File: config.mk
export PLATFORM = sky130hd
export DESIGN_NAME = ahbl_arbiter_flat
export DESIGN_NICKNAME = d
export VERILOG_FILES = /design/src/rtl/ahbl_arbiter_if.sv /design/src/rtl/ahbl_arbiter.sv /design/src/flat_wrapper.sv
export SDC_FILE = /design/constraint.sdc
export NUM_CORES = 1
export LEC_CHECK = 0
export ABC_AREA = 1
export BUFFER_PORTS_ARGS = -buffer_cell sky130_fd_sc_hd__buf_4
export CAP_MARGIN = 20
export CORE_MARGIN = 2
export CORE_UTILIZATION = 39
export DETAILED_ROUTE_END_ITERATION = 12
export GPL_TIMING_DRIVEN = 1
export PLACE_DENSITY = 0.71
export SYNTH_ARGS = -nofsm -noshare
export SYNTH_HDL_FRONTEND = slang
export SYNTH_SLANG_ARGS = --single-unit
File: constraint.sdc
create_clock -name clk -period 2.1 [get_ports clk]
set_input_delay 0.42 -clock clk [delete_from_list [all_inputs] [get_ports clk]]
set_output_delay 0.42 -clock clk [all_outputs]
set_load 0.05 [all_outputs]
File: src/rtl/ahbl_arbiter_if.sv
// ahbl_arbiter_if
//   Bus bundle for one ahbl_arbiter instance: N_PORTS upstream AHB-lite
//   ports (ahbls_*) and the single shared downstream port (ahblm_*).
//   Upstream per-port fields are packed arrays indexed by port number.
//   modport slave  : arbiter view (slave to the upstream masters, master
//                    to the downstream slave).
//   modport master : environment view (upstream masters plus downstream
//                    slave), the mirror of slave.
interface ahbl_arbiter_if #(
  parameter int unsigned N_PORTS = 2,
  parameter int unsigned W_ADDR  = 32,
  parameter int unsigned W_DATA  = 32
);
  // Upstream ports
  logic [N_PORTS-1:0]             ahbls_hready;
  logic [N_PORTS-1:0]             ahbls_hready_resp;
  logic [N_PORTS-1:0]             ahbls_hresp;
  logic [N_PORTS-1:0][W_ADDR-1:0] ahbls_haddr;
  logic [N_PORTS-1:0]             ahbls_hwrite;
  logic [N_PORTS-1:0][1:0]        ahbls_htrans;
  logic [N_PORTS-1:0][2:0]        ahbls_hsize;
  logic [N_PORTS-1:0][2:0]        ahbls_hburst;
  logic [N_PORTS-1:0][3:0]        ahbls_hprot;
  logic [N_PORTS-1:0]             ahbls_hmastlock;
  logic [N_PORTS-1:0][W_DATA-1:0] ahbls_hwdata;
  logic [N_PORTS-1:0][W_DATA-1:0] ahbls_hrdata;

  // Downstream port
  logic              ahblm_hready;
  logic              ahblm_hready_resp;
  logic              ahblm_hresp;
  logic [W_ADDR-1:0] ahblm_haddr;
  logic              ahblm_hwrite;
  logic [1:0]        ahblm_htrans;
  logic [2:0]        ahblm_hsize;
  logic [2:0]        ahblm_hburst;
  logic [3:0]        ahblm_hprot;
  logic              ahblm_hmastlock;
  logic [W_DATA-1:0] ahblm_hwdata;
  logic [W_DATA-1:0] ahblm_hrdata;

  modport slave (
    input  ahbls_hready, ahbls_haddr, ahbls_hwrite, ahbls_htrans,
           ahbls_hsize, ahbls_hburst, ahbls_hprot, ahbls_hmastlock,
           ahbls_hwdata,
    output ahbls_hready_resp, ahbls_hresp, ahbls_hrdata,
    output ahblm_hready, ahblm_haddr, ahblm_hwrite, ahblm_htrans,
           ahblm_hsize, ahblm_hburst, ahblm_hprot, ahblm_hmastlock,
           ahblm_hwdata,
    input  ahblm_hready_resp, ahblm_hresp, ahblm_hrdata
  );

  modport master (
    output ahbls_hready, ahbls_haddr, ahbls_hwrite, ahbls_htrans,
           ahbls_hsize, ahbls_hburst, ahbls_hprot, ahbls_hmastlock,
           ahbls_hwdata,
    input  ahbls_hready_resp, ahbls_hresp, ahbls_hrdata,
    input  ahblm_hready, ahblm_haddr, ahblm_hwrite, ahblm_htrans,
           ahblm_hsize, ahblm_hburst, ahblm_hprot, ahblm_hmastlock,
           ahblm_hwdata,
    output ahblm_hready_resp, ahblm_hresp, ahblm_hrdata
  );
endinterface

File: src/rtl/ahbl_arbiter.sv
// ahbl_arbiter
//   N:1 AHB-lite fixed-priority arbiter (port 0 highest). Requests that lose
//   arbitration or arrive during a downstream stall are held in a one-deep
//   per-port address buffer, so no upstream transfer is ever dropped.
//   Bursts are flattened into NONSEQ/SINGLE transfers downstream.
//   Ports:
//     clk   : clock, rising edge
//     rst_n : asynchronous active-low reset
//     bus   : ahbl_arbiter_if.slave (upstream ahbls_* / downstream ahblm_*)
module ahbl_arbiter #(
  parameter int unsigned N_PORTS = 2,
  parameter int unsigned W_ADDR  = 32,
  parameter int unsigned W_DATA  = 32
) (
  input  logic           clk,
  input  logic           rst_n,
  ahbl_arbiter_if.slave  bus
);

  localparam int unsigned W_IDX = (N_PORTS > 1) ? $clog2(N_PORTS) : 1;

  logic                           w_hready;
  logic [N_PORTS-1:0]             w_live;
  logic [N_PORTS-1:0]             w_req;
  logic [N_PORTS-1:0]             w_fresh;
  logic [N_PORTS-1:0]             w_gnt_a;
  logic                           w_found;
  logic [W_IDX-1:0]               w_sel_a;
  logic [W_IDX-1:0]               w_sel_d;
  logic                           w_unused;

  logic                           r_stalled;
  logic [N_PORTS-1:0]             r_gnt_hold;
  logic [N_PORTS-1:0]             r_gnt_d;
  logic [N_PORTS-1:0]             r_buf_valid;
  logic [N_PORTS-1:0][W_ADDR-1:0] r_buf_haddr;
  logic [N_PORTS-1:0]             r_buf_hwrite;
  logic [N_PORTS-1:0][2:0]        r_buf_hsize;
  logic [N_PORTS-1:0][3:0]        r_buf_hprot;
  logic [N_PORTS-1:0]             r_buf_hmastlock;

  assign w_hready         = bus.ahblm_hready_resp;
  assign bus.ahblm_hready = w_hready;

  // Upstream burst type and the SEQ/NONSEQ distinction are never forwarded.
  assign w_unused = ^{bus.ahbls_hburst, bus.ahbls_htrans};

  // Arbitration: fresh lowest-index decision, replaced by the held grant
  // while the previous cycle ended in a wait state.
  always_comb begin
    w_live  = '0;
    w_fresh = '0;
    w_found = 1'b0;
    for (int unsigned i = 0; i < N_PORTS; i++) begin
      w_live[i] = bus.ahbls_htrans[i][1] & bus.ahbls_hready[i];
    end
    w_req = r_buf_valid | w_live;
    for (int unsigned i = 0; i < N_PORTS; i++) begin
      w_fresh[i] = w_req[i] & ~w_found;
      w_found    = w_found | w_req[i];
    end
    w_gnt_a = r_stalled ? r_gnt_hold : w_fresh;

    w_sel_a = '0;
    w_sel_d = '0;
    for (int unsigned i = 0; i < N_PORTS; i++) begin
      if (w_gnt_a[i]) w_sel_a = W_IDX'(i);
      if (r_gnt_d[i]) w_sel_d = W_IDX'(i);
    end
  end

  // Downstream address and data phase
  always_comb begin
    bus.ahblm_htrans    = 2'b00;
    bus.ahblm_hburst    = 3'b000;
    bus.ahblm_haddr     = '0;
    bus.ahblm_hwrite    = 1'b0;
    bus.ahblm_hsize     = '0;
    bus.ahblm_hprot     = '0;
    bus.ahblm_hmastlock = 1'b0;
    if (|w_gnt_a) begin
      bus.ahblm_htrans = 2'b10;
      if (r_buf_valid[w_sel_a]) begin
        bus.ahblm_haddr     = r_buf_haddr[w_sel_a];
        bus.ahblm_hwrite    = r_buf_hwrite[w_sel_a];
        bus.ahblm_hsize     = r_buf_hsize[w_sel_a];
        bus.ahblm_hprot     = r_buf_hprot[w_sel_a];
        bus.ahblm_hmastlock = r_buf_hmastlock[w_sel_a];
      end else begin
        bus.ahblm_haddr     = bus.ahbls_haddr[w_sel_a];
        bus.ahblm_hwrite    = bus.ahbls_hwrite[w_sel_a];
        bus.ahblm_hsize     = bus.ahbls_hsize[w_sel_a];
        bus.ahblm_hprot     = bus.ahbls_hprot[w_sel_a];
        bus.ahblm_hmastlock = bus.ahbls_hmastlock[w_sel_a];
      end
    end
    bus.ahblm_hwdata = (|r_gnt_d) ? bus.ahbls_hwdata[w_sel_d] : '0;
  end

  // Upstream responses: data-phase owner sees the slave, a buffered port is
  // stalled, everyone else sees an idle-ready bus.
  always_comb begin
    bus.ahbls_hready_resp = '1;
    bus.ahbls_hresp       = '0;
    bus.ahbls_hrdata      = '0;
    for (int unsigned i = 0; i < N_PORTS; i++) begin
      bus.ahbls_hrdata[i] = bus.ahblm_hrdata;
      if (r_gnt_d[i]) begin
        bus.ahbls_hready_resp[i] = bus.ahblm_hready_resp;
        bus.ahbls_hresp[i]       = bus.ahblm_hresp;
      end else if (r_buf_valid[i]) begin
        bus.ahbls_hready_resp[i] = 1'b0;
      end
    end
  end

  always_ff @(posedge clk or negedge rst_n) begin
    if (!rst_n) begin
      r_stalled       <= 1'b0;
      r_gnt_hold      <= '0;
      r_gnt_d         <= '0;
      r_buf_valid     <= '0;
      r_buf_haddr     <= '0;
      r_buf_hwrite    <= '0;
      r_buf_hsize     <= '0;
      r_buf_hprot     <= '0;
      r_buf_hmastlock <= '0;
    end else begin
      r_stalled  <= ~w_hready;
      r_gnt_hold <= w_gnt_a;
      if (w_hready) r_gnt_d <= w_gnt_a;
      for (int unsigned i = 0; i < N_PORTS; i++) begin
        if (w_live[i] && !(w_gnt_a[i] && w_hready)) begin
          r_buf_valid[i]     <= 1'b1;
          r_buf_haddr[i]     <= bus.ahbls_haddr[i];
          r_buf_hwrite[i]    <= bus.ahbls_hwrite[i];
          r_buf_hsize[i]     <= bus.ahbls_hsize[i];
          r_buf_hprot[i]     <= bus.ahbls_hprot[i];
          r_buf_hmastlock[i] <= bus.ahbls_hmastlock[i];
        end else if (w_gnt_a[i] && w_hready) begin
          r_buf_valid[i] <= 1'b0;
        end
      end
    end
  end

endmodule

File: src/flat_wrapper.sv
// flat-port wrapper written by rule: the top's interface ports become plain ports
module ahbl_arbiter_flat 
#(
  parameter int unsigned N_PORTS = 2,
  parameter int unsigned W_ADDR  = 32,
  parameter int unsigned W_DATA  = 32
)
  (clk, rst_n, bus_ahbls_hready, bus_ahbls_haddr, bus_ahbls_hwrite, bus_ahbls_htrans, bus_ahbls_hsize, bus_ahbls_hburst, bus_ahbls_hprot, bus_ahbls_hmastlock, bus_ahbls_hwdata, bus_ahbls_hready_resp, bus_ahbls_hresp, bus_ahbls_hrdata, bus_ahblm_hready, bus_ahblm_haddr, bus_ahblm_hwrite, bus_ahblm_htrans, bus_ahblm_hsize, bus_ahblm_hburst, bus_ahblm_hprot, bus_ahblm_hmastlock, bus_ahblm_hwdata, bus_ahblm_hready_resp, bus_ahblm_hresp, bus_ahblm_hrdata);
  ahbl_arbiter_if #(.N_PORTS(N_PORTS), .W_ADDR(W_ADDR), .W_DATA(W_DATA)) bus_i ();
  input  logic clk;
  input  logic rst_n;
  input wire logic [$bits(bus_i.ahbls_hready)-1:0] bus_ahbls_hready;
  input wire logic [$bits(bus_i.ahbls_haddr)-1:0] bus_ahbls_haddr;
  input wire logic [$bits(bus_i.ahbls_hwrite)-1:0] bus_ahbls_hwrite;
  input wire logic [$bits(bus_i.ahbls_htrans)-1:0] bus_ahbls_htrans;
  input wire logic [$bits(bus_i.ahbls_hsize)-1:0] bus_ahbls_hsize;
  input wire logic [$bits(bus_i.ahbls_hburst)-1:0] bus_ahbls_hburst;
  input wire logic [$bits(bus_i.ahbls_hprot)-1:0] bus_ahbls_hprot;
  input wire logic [$bits(bus_i.ahbls_hmastlock)-1:0] bus_ahbls_hmastlock;
  input wire logic [$bits(bus_i.ahbls_hwdata)-1:0] bus_ahbls_hwdata;
  output wire logic [$bits(bus_i.ahbls_hready_resp)-1:0] bus_ahbls_hready_resp;
  output wire logic [$bits(bus_i.ahbls_hresp)-1:0] bus_ahbls_hresp;
  output wire logic [$bits(bus_i.ahbls_hrdata)-1:0] bus_ahbls_hrdata;
  output wire logic [$bits(bus_i.ahblm_hready)-1:0] bus_ahblm_hready;
  output wire logic [$bits(bus_i.ahblm_haddr)-1:0] bus_ahblm_haddr;
  output wire logic [$bits(bus_i.ahblm_hwrite)-1:0] bus_ahblm_hwrite;
  output wire logic [$bits(bus_i.ahblm_htrans)-1:0] bus_ahblm_htrans;
  output wire logic [$bits(bus_i.ahblm_hsize)-1:0] bus_ahblm_hsize;
  output wire logic [$bits(bus_i.ahblm_hburst)-1:0] bus_ahblm_hburst;
  output wire logic [$bits(bus_i.ahblm_hprot)-1:0] bus_ahblm_hprot;
  output wire logic [$bits(bus_i.ahblm_hmastlock)-1:0] bus_ahblm_hmastlock;
  output wire logic [$bits(bus_i.ahblm_hwdata)-1:0] bus_ahblm_hwdata;
  input wire logic [$bits(bus_i.ahblm_hready_resp)-1:0] bus_ahblm_hready_resp;
  input wire logic [$bits(bus_i.ahblm_hresp)-1:0] bus_ahblm_hresp;
  input wire logic [$bits(bus_i.ahblm_hrdata)-1:0] bus_ahblm_hrdata;
  assign bus_i.ahbls_hready = bus_ahbls_hready;
  assign bus_i.ahbls_haddr = bus_ahbls_haddr;
  assign bus_i.ahbls_hwrite = bus_ahbls_hwrite;
  assign bus_i.ahbls_htrans = bus_ahbls_htrans;
  assign bus_i.ahbls_hsize = bus_ahbls_hsize;
  assign bus_i.ahbls_hburst = bus_ahbls_hburst;
  assign bus_i.ahbls_hprot = bus_ahbls_hprot;
  assign bus_i.ahbls_hmastlock = bus_ahbls_hmastlock;
  assign bus_i.ahbls_hwdata = bus_ahbls_hwdata;
  assign bus_ahbls_hready_resp = bus_i.ahbls_hready_resp;
  assign bus_ahbls_hresp = bus_i.ahbls_hresp;
  assign bus_ahbls_hrdata = bus_i.ahbls_hrdata;
  assign bus_ahblm_hready = bus_i.ahblm_hready;
  assign bus_ahblm_haddr = bus_i.ahblm_haddr;
  assign bus_ahblm_hwrite = bus_i.ahblm_hwrite;
  assign bus_ahblm_htrans = bus_i.ahblm_htrans;
  assign bus_ahblm_hsize = bus_i.ahblm_hsize;
  assign bus_ahblm_hburst = bus_i.ahblm_hburst;
  assign bus_ahblm_hprot = bus_i.ahblm_hprot;
  assign bus_ahblm_hmastlock = bus_i.ahblm_hmastlock;
  assign bus_ahblm_hwdata = bus_i.ahblm_hwdata;
  assign bus_i.ahblm_hready_resp = bus_ahblm_hready_resp;
  assign bus_i.ahblm_hresp = bus_ahblm_hresp;
  assign bus_i.ahblm_hrdata = bus_ahblm_hrdata;
  ahbl_arbiter #(.N_PORTS(N_PORTS), .W_ADDR(W_ADDR), .W_DATA(W_DATA)) u_core (.clk(clk), .rst_n(rst_n), .bus(bus_i));
endmodule
==> out/summary.md, run 1 <==
The run finished, with violations left. The final reports fail on negative setup slack. In this run the power density over the cells is 1080 mW/mm2. The synthesized area divided by synthesized cell count was 6.17 um2. TritonCTS created 9 clock buffers. Once placement finished, the instance area stood at 0.00833 mm2.

The via density per instance works out to 4.81. The die is 132 um tall. Number of sinks handled by clock tree synthesis: 89.

After clock tree synthesis, the flow added hold-fix buffers numbering 0. Measured along the x axis, the die boundary spans 132 um. The first global-routing pass estimated 32.4 mm of wire.

Data on the critical path arrives at its endpoint at 2000 ps. The total of warnings raised by yosys was 0; the number of routed nets with antenna violations was 0. Max-cap violations in this run came to 0. Synthesis inferred 89 register bits. Summed over all layers, the global routing overflow is 0. In this run the power spent charging and discharging nets is 5.15 mW.

The maximum vdd drop is 0.644 mV. The fraction of the yosys area taken by sequential cells was 0.346. For the overall fraction of global-route tracks in use, the log shows 0.230. TritonCTS built the clock tree.

The floorplan step defined a core boundary enclosing 0.0160 mm2. The cell at the slowest stage of the critical path was sky130_fd_sc_hd__dfrtp_1. Together, buffers and inverters on the worst path number 3. Routability-driven placement finished with a final weighted congestion of 0.760.

Setup repair after global routing could not meet its margin everywhere. STA classifies the critical path endpoint as an output pin. The final period utilization works out to 1.15. Internal power comes to 5.65 mW. Detailed routing inserted a total of 6958 vias. Relative to the synthesized area, the layout overhead comes to 55.1%.

The deepest clock path buffer count was 2. Input and output buffers added on the ports amount to 232. The H-tree generated during clock tree synthesis spans 3 levels. In the final design database the tool counted 1421 nets. Traced cell by cell, the critical path runs through a21oi_2, nand3_4, buf_6, nand3_4, nand2_8, clkbuf_16, nor2_1, nor2_4, buf_8. Clock latency on the worst-skew pair, taken at its later pin, is 350 ps. The slack of the critical path was -319 ps. The library cells used most frequently in the layout, excluding fill and tap cells, are 288 x sky130_fd_sc_hd__nand2_1, 210 x sky130_fd_sc_hd__buf_4, 146 x sky130_fd_sc_hd__inv_1. Switching part of the total power: 0.477. The final setup skew came out at 6.61 ps. The cell family contributing the most delay on the critical path is simple AND/OR/NAND/NOR gates. Final wirelength: 23.2 mm. Counting stages on the worst path, the most repeated cell is sky130_fd_sc_hd__nand3_4. Category of the worst setup path launch point: a flop. The final routed DRC violation total is 0. For this run, the detailed router's first-pass iteration total came to 6. Synthesis handed over a netlist of 1042 instances. After clock tree synthesis, the clock-pin slew on the worst setup and hold paths is 60 ps.

The sequential power share is 0.203, and the site row count is 46. The logs give 0 for the number of antenna violations at the first check in global routing and 0 for the total count of hold-check failures in the final report. The tightest hold path in the finished design has a slack of 31.6 ps. The required time at the endpoint of the critical path was 1680 ps. The detailed router's first-iteration violation count was 388.

Derived from the worst setup path, the maximum achievable clock frequency is 0.413 GHz. The tools report the number of max-slew violations in the final report as 0. The floorplan step defined a die boundary enclosing 0.0175 mm2. The number of distinct library cells after synthesis is 24, and the number of top-level design ports is 341. The worst-case setup slack after placement was -157 ps; the placed wire-length estimate was 13.6 mm.

The biggest area consumer among synthesized cells was sky130_fd_sc_hd__dfrtp_1. The critical path is of the flop to output pin type. The tools report the share of power burned in the clock network as 0.136. In this run the worst path has a maximum fanout of 8. In the final routed layout, each cell accounts on average for 16.0 um.

The number of antenna diodes in the final layout is 0. Post-route minimum period: 2420 ps. The most common cell after layout, fill and taps aside is sky130_fd_sc_hd__nand2_1. Type of the tightest min-delay check: primary input to asynchronous set/reset pin.

The combinational power share is 0.661, and the sum of internal, switching and leakage power is 10.8 mW. The layout cell share with drive strength beyond 1 is 0.381, and the cell area after layout is 0.00997 mm2. The final core area utilization was 0.623.

The share of the synthesized area in the top cell type is 0.346. The mapped netlist covers 0.00643 mm2. For the number of endpoints failing setup at the final stage, the log shows 42. The static leakage is 5.44 nW, and the worst stage delay on the critical path is 390 ps. For the number of global-route vias before repair, the log shows 6383. Yosys attributes the largest share of cell area to sky130_fd_sc_hd__dfrtp_1 35%, sky130_fd_sc_hd__nand2_1 21%, sky130_fd_sc_hd__buf_4 8.6%. The largest net degree at the start of global routing is 83, and the initial core utilization is 0.402. CTS placed an instance of sky130_fd_sc_hd__clkbuf_16 at the clock tree root.
[cell type report]
cell class              count  area (um2)
fillers                  1455        6030
multi-input cells         677        3540
repair buffers            300        3110
flip-flops and latches     89        2230
inverters                 150         568
well taps                 216         270
clock buffers              12         236
clock inverters             3        18.8
[registers in the layout, indices dropped and copies added (netlist names)]
| name | count |
|---|---|
| u_core.r_buf_haddr | 64 |
| u_core.r_buf_hmastlock | 2 |
| u_core.r_buf_hprot | 8 |
| u_core.r_buf_hsize | 6 |
| u_core.r_buf_hwrite | 2 |
| u_core.r_buf_valid | 2 |
| u_core.r_gnt_d | 2 |
| u_core.r_gnt_hold | 2 |
| u_core.r_stalled | 1 |
[worst reg2reg max path: stages, from the launching register on]
cell and delay, ps:
sky130_fd_sc_hd__dfrtp_1 390, sky130_fd_sc_hd__a21oi_2 170, sky130_fd_sc_hd__nand3_4 130, sky130_fd_sc_hd__nand2_8 150, sky130_fd_sc_hd__buf_6 120, sky130_fd_sc_hd__buf_4 140
sky130_fd_sc_hd__nand2_1 80, sky130_fd_sc_hd__nand3_2 90, sky130_fd_sc_hd__buf_12 270, sky130_fd_sc_hd__o21ai_0 210
[metrics by stage]
step           std cells  setup TNS [ps]
3_3_place_gp        1393           -5300
4_1_cts             1427          -12510
5_1_grt             1447          -15760
6_report            1447          -12290
3_5_place_dp        1393           -5450
2_1_floorplan       1045               0
[synthesized netlist by cell type, drive strengths merged]
library cell,n
o21ai,115
inv,149
o21a,1
dfrtp,89
buf,104
nand3,60
nor2,119
clkinv,1
nand2,359
a21boi,1
a21oi,18
clkbuf,25
conb,1
[what timing repair did]
item,CTS,global route
pin swaps,7,47
buffers inserted,13,4
gates cloned,6,20
resized for setup,100,134
setup endpoints to repair,42,42
[routing by layer]
metal / up-vias / global-route usage / wire (um)
met4: 2 / 0.0812 / 589
met3: 52 / 0.0577 / 1810
met5: - / 0.0250 / 58
li1: 3439 / - / -
met2: 267 / 0.393 / 11200
met1: 3198 / 0.279 / 9530
[power groups by stage]
stage	combinational, mW	sequential [mW]	clock, mW
after floorplan	4.26	2.18	0
after global placement	5.43	2.20	0
after detailed placement	5.46	2.22	0
after CTS	6.15	2.19	1.51
after global routing	7.57	2.23	1.57
final	7.13	2.20	1.47
[final timing paths]
| kind | startpoint | to | slack [ps] | depth (start not counted) |
|---|---|---|---|---|
| min in group clk | bus_ahbls_hprot[5] | u_core.r_buf_hprot[5] | 330 | 3 |
| max in group asynchronous | rst_n | u_core.r_buf_hsize[1] | 1430 | 2 |
| hold reg to reg | u_core.r_buf_hprot[7] | u_core.r_buf_hprot[7] | 480 | 2 |
| hold / removal | rst_n | u_core.r_buf_haddr[39] | 30 | 1 |
| setup reg to reg | u_core.r_buf_valid[0] | u_core.r_buf_haddr[53] | 220 | 9 |
| setup / recovery | u_core.r_buf_valid[0] | bus_ahblm_haddr[16] | -320 | 9 |
[cell families (layout without fill, tap and decap cells)]
logic type | count (synthesis) | after routing | synth area share
AO/OA/AOI/OAI | 135 | 135 | 0.107
other | 1 | 4 | 0.000583
buffers and inverters | 279 | 465 | 0.216
flip-flops | 89 | 89 | 0.346
AND/OR/NAND/NOR | 538 | 538 | 0.330
Note: power is estimated with default switching activity, not from simulation.
==> inputs of run 2 (changes only) <==
--- a/config.mk
+++ b/config.mk
@@ -10,6 +10,7 @@
 export CAP_MARGIN = 20
 export CORE_MARGIN = 2
 export CORE_UTILIZATION = 39
+export CTS_BUF_LIST = sky130_fd_sc_hd__clkbuf_8
 export DETAILED_ROUTE_END_ITERATION = 12
 export GPL_TIMING_DRIVEN = 1
 export PLACE_DENSITY = 0.71
==> constraint.sdc (replaced) <==
create_clock -name clk -period 2.88 [get_ports clk]
set_input_delay 0.576 -clock clk [delete_from_list [all_inputs] [get_ports clk]]
set_output_delay 0.576 -clock clk [all_outputs]
set_load 0.05 [all_outputs]
==> out/summary.md, run 2 (synthesized netlist as in run 1, its figures left out) <==
The logs give 2140 ps (+140 ps) for the data arrival time of the critical path and 83 (unchanged) for the largest net degree at the start of global routing. The layout cell share with drive strength beyond 1 is 0.239 (-0.142). The clock slew seen by the registers of the worst setup and hold paths came out at 90 ps (+30 ps).

For this design, the slowest cell found on the critical path is sky130_fd_sc_hd__dfrtp_1. The final wirelength is 18.4 mm (-20%). TritonCTS built the clock tree.

Number of endpoints failing setup at the final stage: 0 (-100%). The minimum setup slack among reg-to-reg paths came out at 1150 ps (+930 ps). Worst stage delay on the critical path: 400 ps (about the same).

The run gives 2300 ps (+620 ps) as the required time at the endpoint of the critical path. The maximum vdd drop is 0.511 mV (-21%). The type of the tightest min-delay check was primary input to asynchronous set/reset pin. The run gives 0 (unchanged) as the total count of hold-check failures in the final report.

For the static leakage, the log shows 4.80 nW (-12%). The via density per instance was 4.57 (-5.0%); the achievable clock frequency was 0.368 GHz. For the cell count after placement, the log shows 1382 (-0.79%). The logs give 370 ps (+20 ps) for the clock latency on the worst-skew pair and 0 (-13) for the number of buffers inserted by post-CTS setup repair. The final core area utilization is 0.511 (-0.112), and the number of vias in the routed layout is 6384 (-8.2%). The die outline area was 0.0175 mm2 (unchanged); the number of port buffers was 232 (unchanged). Register with the most flip-flops: u_core.r_buf_haddr. The number of max-slew violations in the final report is 0 (unchanged), and the placed wire-length estimate is 12.4 mm (-8.8%). Total clock buffers created by CTS: 9 (unchanged). The antenna diode count was 0 (unchanged); the number of cells in the finished layout apart from fillers was 1398 (-3.4%). The number of antenna violations at the first check in global routing is 0 (unchanged), and the deepest clock path buffer count is 2 (unchanged).

The final period utilization works out to 0.945. The first-pass GRT wire length was 29.7 mm (-8.2%); the die boundary height was 132 um (unchanged). The final setup skew is 7.05 ps (+0.443 ps), and the average wire per cell in the routed design is 13.2 um (-18%). Number of routed nets with antenna violations: 0 (unchanged).

The category of the worst setup path launch point is a flop. Relative to the synthesized area, the layout overhead comes to 27.2%. The site row count was 46 (unchanged). Setup repair after global routing could not meet its margin everywhere.

Most common cell after layout, fill and taps aside: sky130_fd_sc_hd__nand2_1. The tools report the headroom to the max-slew limit as 0.630. The worst setup path is captured at an output pin. The family of cells with the greatest summed delay on the critical path is simple AND/OR/NAND/NOR gates. In the final layout, the registers with the most flip-flops are u_core.r_buf_haddr (64), u_core.r_buf_hprot (8), u_core.r_buf_hsize (6).

The critical path start-end classification is flop to output pin. The tools report the final routed DRC violation total as 0 (unchanged). The power density of the placed cells is 760 mW/mm2 (-30%), and the overall overflow remaining after global route is 0 (unchanged). For the H-tree depth, the log shows 3 (unchanged). The critical path buffer and inverter count is 3 (unchanged), and the final sum of negative setup slack is 0 ps (+12290 ps). The core footprint was 0.0160 mm2 (unchanged). The top cell types in the final layout, fill and taps aside, are 355 x sky130_fd_sc_hd__nand2_1, 236 x sky130_fd_sc_hd__buf_4, 148 x sky130_fd_sc_hd__inv_1. The flip-flop count of the largest register, all copies and words added is 64 (unchanged).

The count of maximum capacitance violations is 0 (unchanged), and the die boundary width is 132 um (unchanged). CTS placed an instance of sky130_fd_sc_hd__clkbuf_8 at the clock tree root. For the number of sinks handled by clock tree synthesis, the log shows 89 (unchanged). For the pin with the worst max-slew slack, the measured transition is 554 ps. The run finished with clean final reports. The run gives 0.402 (unchanged) as the initial core utilization. The number of top-level design ports was 341 (unchanged).

The placer congestion estimate came out at 0.797 (+4.9%). The sum of internal, switching and leakage power was 6.22 mW (-42%); the post-route minimum period was 2720 ps. The tools report the count of hold buffers inserted by post-cts repair as 0 (unchanged). The tools report the post-layout net count as 1372 (-3.4%). The signal on the critical path passes through inv_1, nand2_1, nand3_2, nand2_4, nand2_1, nand2_4, buf_12, nor2_1, nor2_1, buf_4. The number of iterations in the first detailed-routing pass was 5 (-1); the biggest fanout along the worst timing path was 20 (+12). The logs give 165 ps (+134 ps) for the tightest hold margin and 0.208 (-0.0214) for the overall fraction of global-route tracks in use. The number of global-route vias before repair is 5954 (-6.7%). The detailed router's first-iteration violation count came out at 462 (+19%).
run 2: cell types whose count changed in the layout (fill, tap and decap cells not counted), moves of 15 or more:
cell,previous run,this run
sky130_fd_sc_hd__buf_8,27,2
sky130_fd_sc_hd__o21ai_0,72,87
sky130_fd_sc_hd__nor2_1,55,114
sky130_fd_sc_hd__nor2_2,22,5
sky130_fd_sc_hd__nand2_1,288,355
sky130_fd_sc_hd__nand2_2,54,1
sky130_fd_sc_hd__buf_6,27,4
sky130_fd_sc_hd__buf_4,210,236
sky130_fd_sc_hd__clkbuf_16,23,1
sky130_fd_sc_hd__nor2_4,42,0
run 2: power by group:
group	total [mW]	switching (mW)	leakage [nW]	internal (mW)
sequential	1.60	0.120	1.10	1.48
combinational	3.67	2.49	3.59	1.18
clock	0.951	0.470	0.109	0.481
total	6.22	3.08	4.80	3.14
run 2: repair_timing:
action,CTS,global route
endpoints found under the setup margin,0,26
endpoints found under the hold margin,0,0
resized for setup,0,16
run 2: layout make-up:
type / instances / area [um2]
Sequential cell: 89 / 2230
Inverter: 150 / 567
Multi-Input combinational cell: 677 / 2870
Clock buffer: 9 / 124
Fill cell: 1721 / 7820
Clock inverter: 6 / 83.8
Tap cell: 216 / 270
Timing Repair Buffer: 251 / 2040
run 2: path summary, 6_finish.rpt:
check / from / end / depth (start not counted)
max reg2reg: u_core.r_buf_valid[0] / u_core.r_buf_haddr[10] / 9
min in group clk: bus_ahblm_hready_resp / u_core.r_stalled / 2
min: rst_n / u_core.r_buf_haddr[50] / 1
min reg2reg: u_core.r_buf_haddr[51] / u_core.r_buf_haddr[51] / 2
max: u_core.r_buf_valid[1] / bus_ahblm_hwrite / 10
max in group asynchronous: rst_n / u_core.r_buf_valid[0] / 2
run 2: layer usage:
layer | routed length [um] | vias to the layer above | share of wire | global-route usage
met5 | 0 | - | 0 | 0
met1 | 8660 | 2861 | 0.47 | 0.286
met4 | 248 | 0 | 0.013 | 0.0633
li1 | - | 3332 | - | -
met3 | 956 | 20 | 0.052 | 0.0396
met2 | 8590 | 171 | 0.47 | 0.334
run 2: through the flow:
| stage | worst slack, ps | cell area, um2 |
|---|---|---|
| 3_5_place_dp | 168 | 7880 |
| 4_1_cts | 20.5 | 8090 |
| 2_1_floorplan | 74.0 | 6440 |
| 3_3_place_gp | 205 | 7880 |
| 6_report | 159 | 8180 |
| 5_1_grt | 1.76 | 8180 |
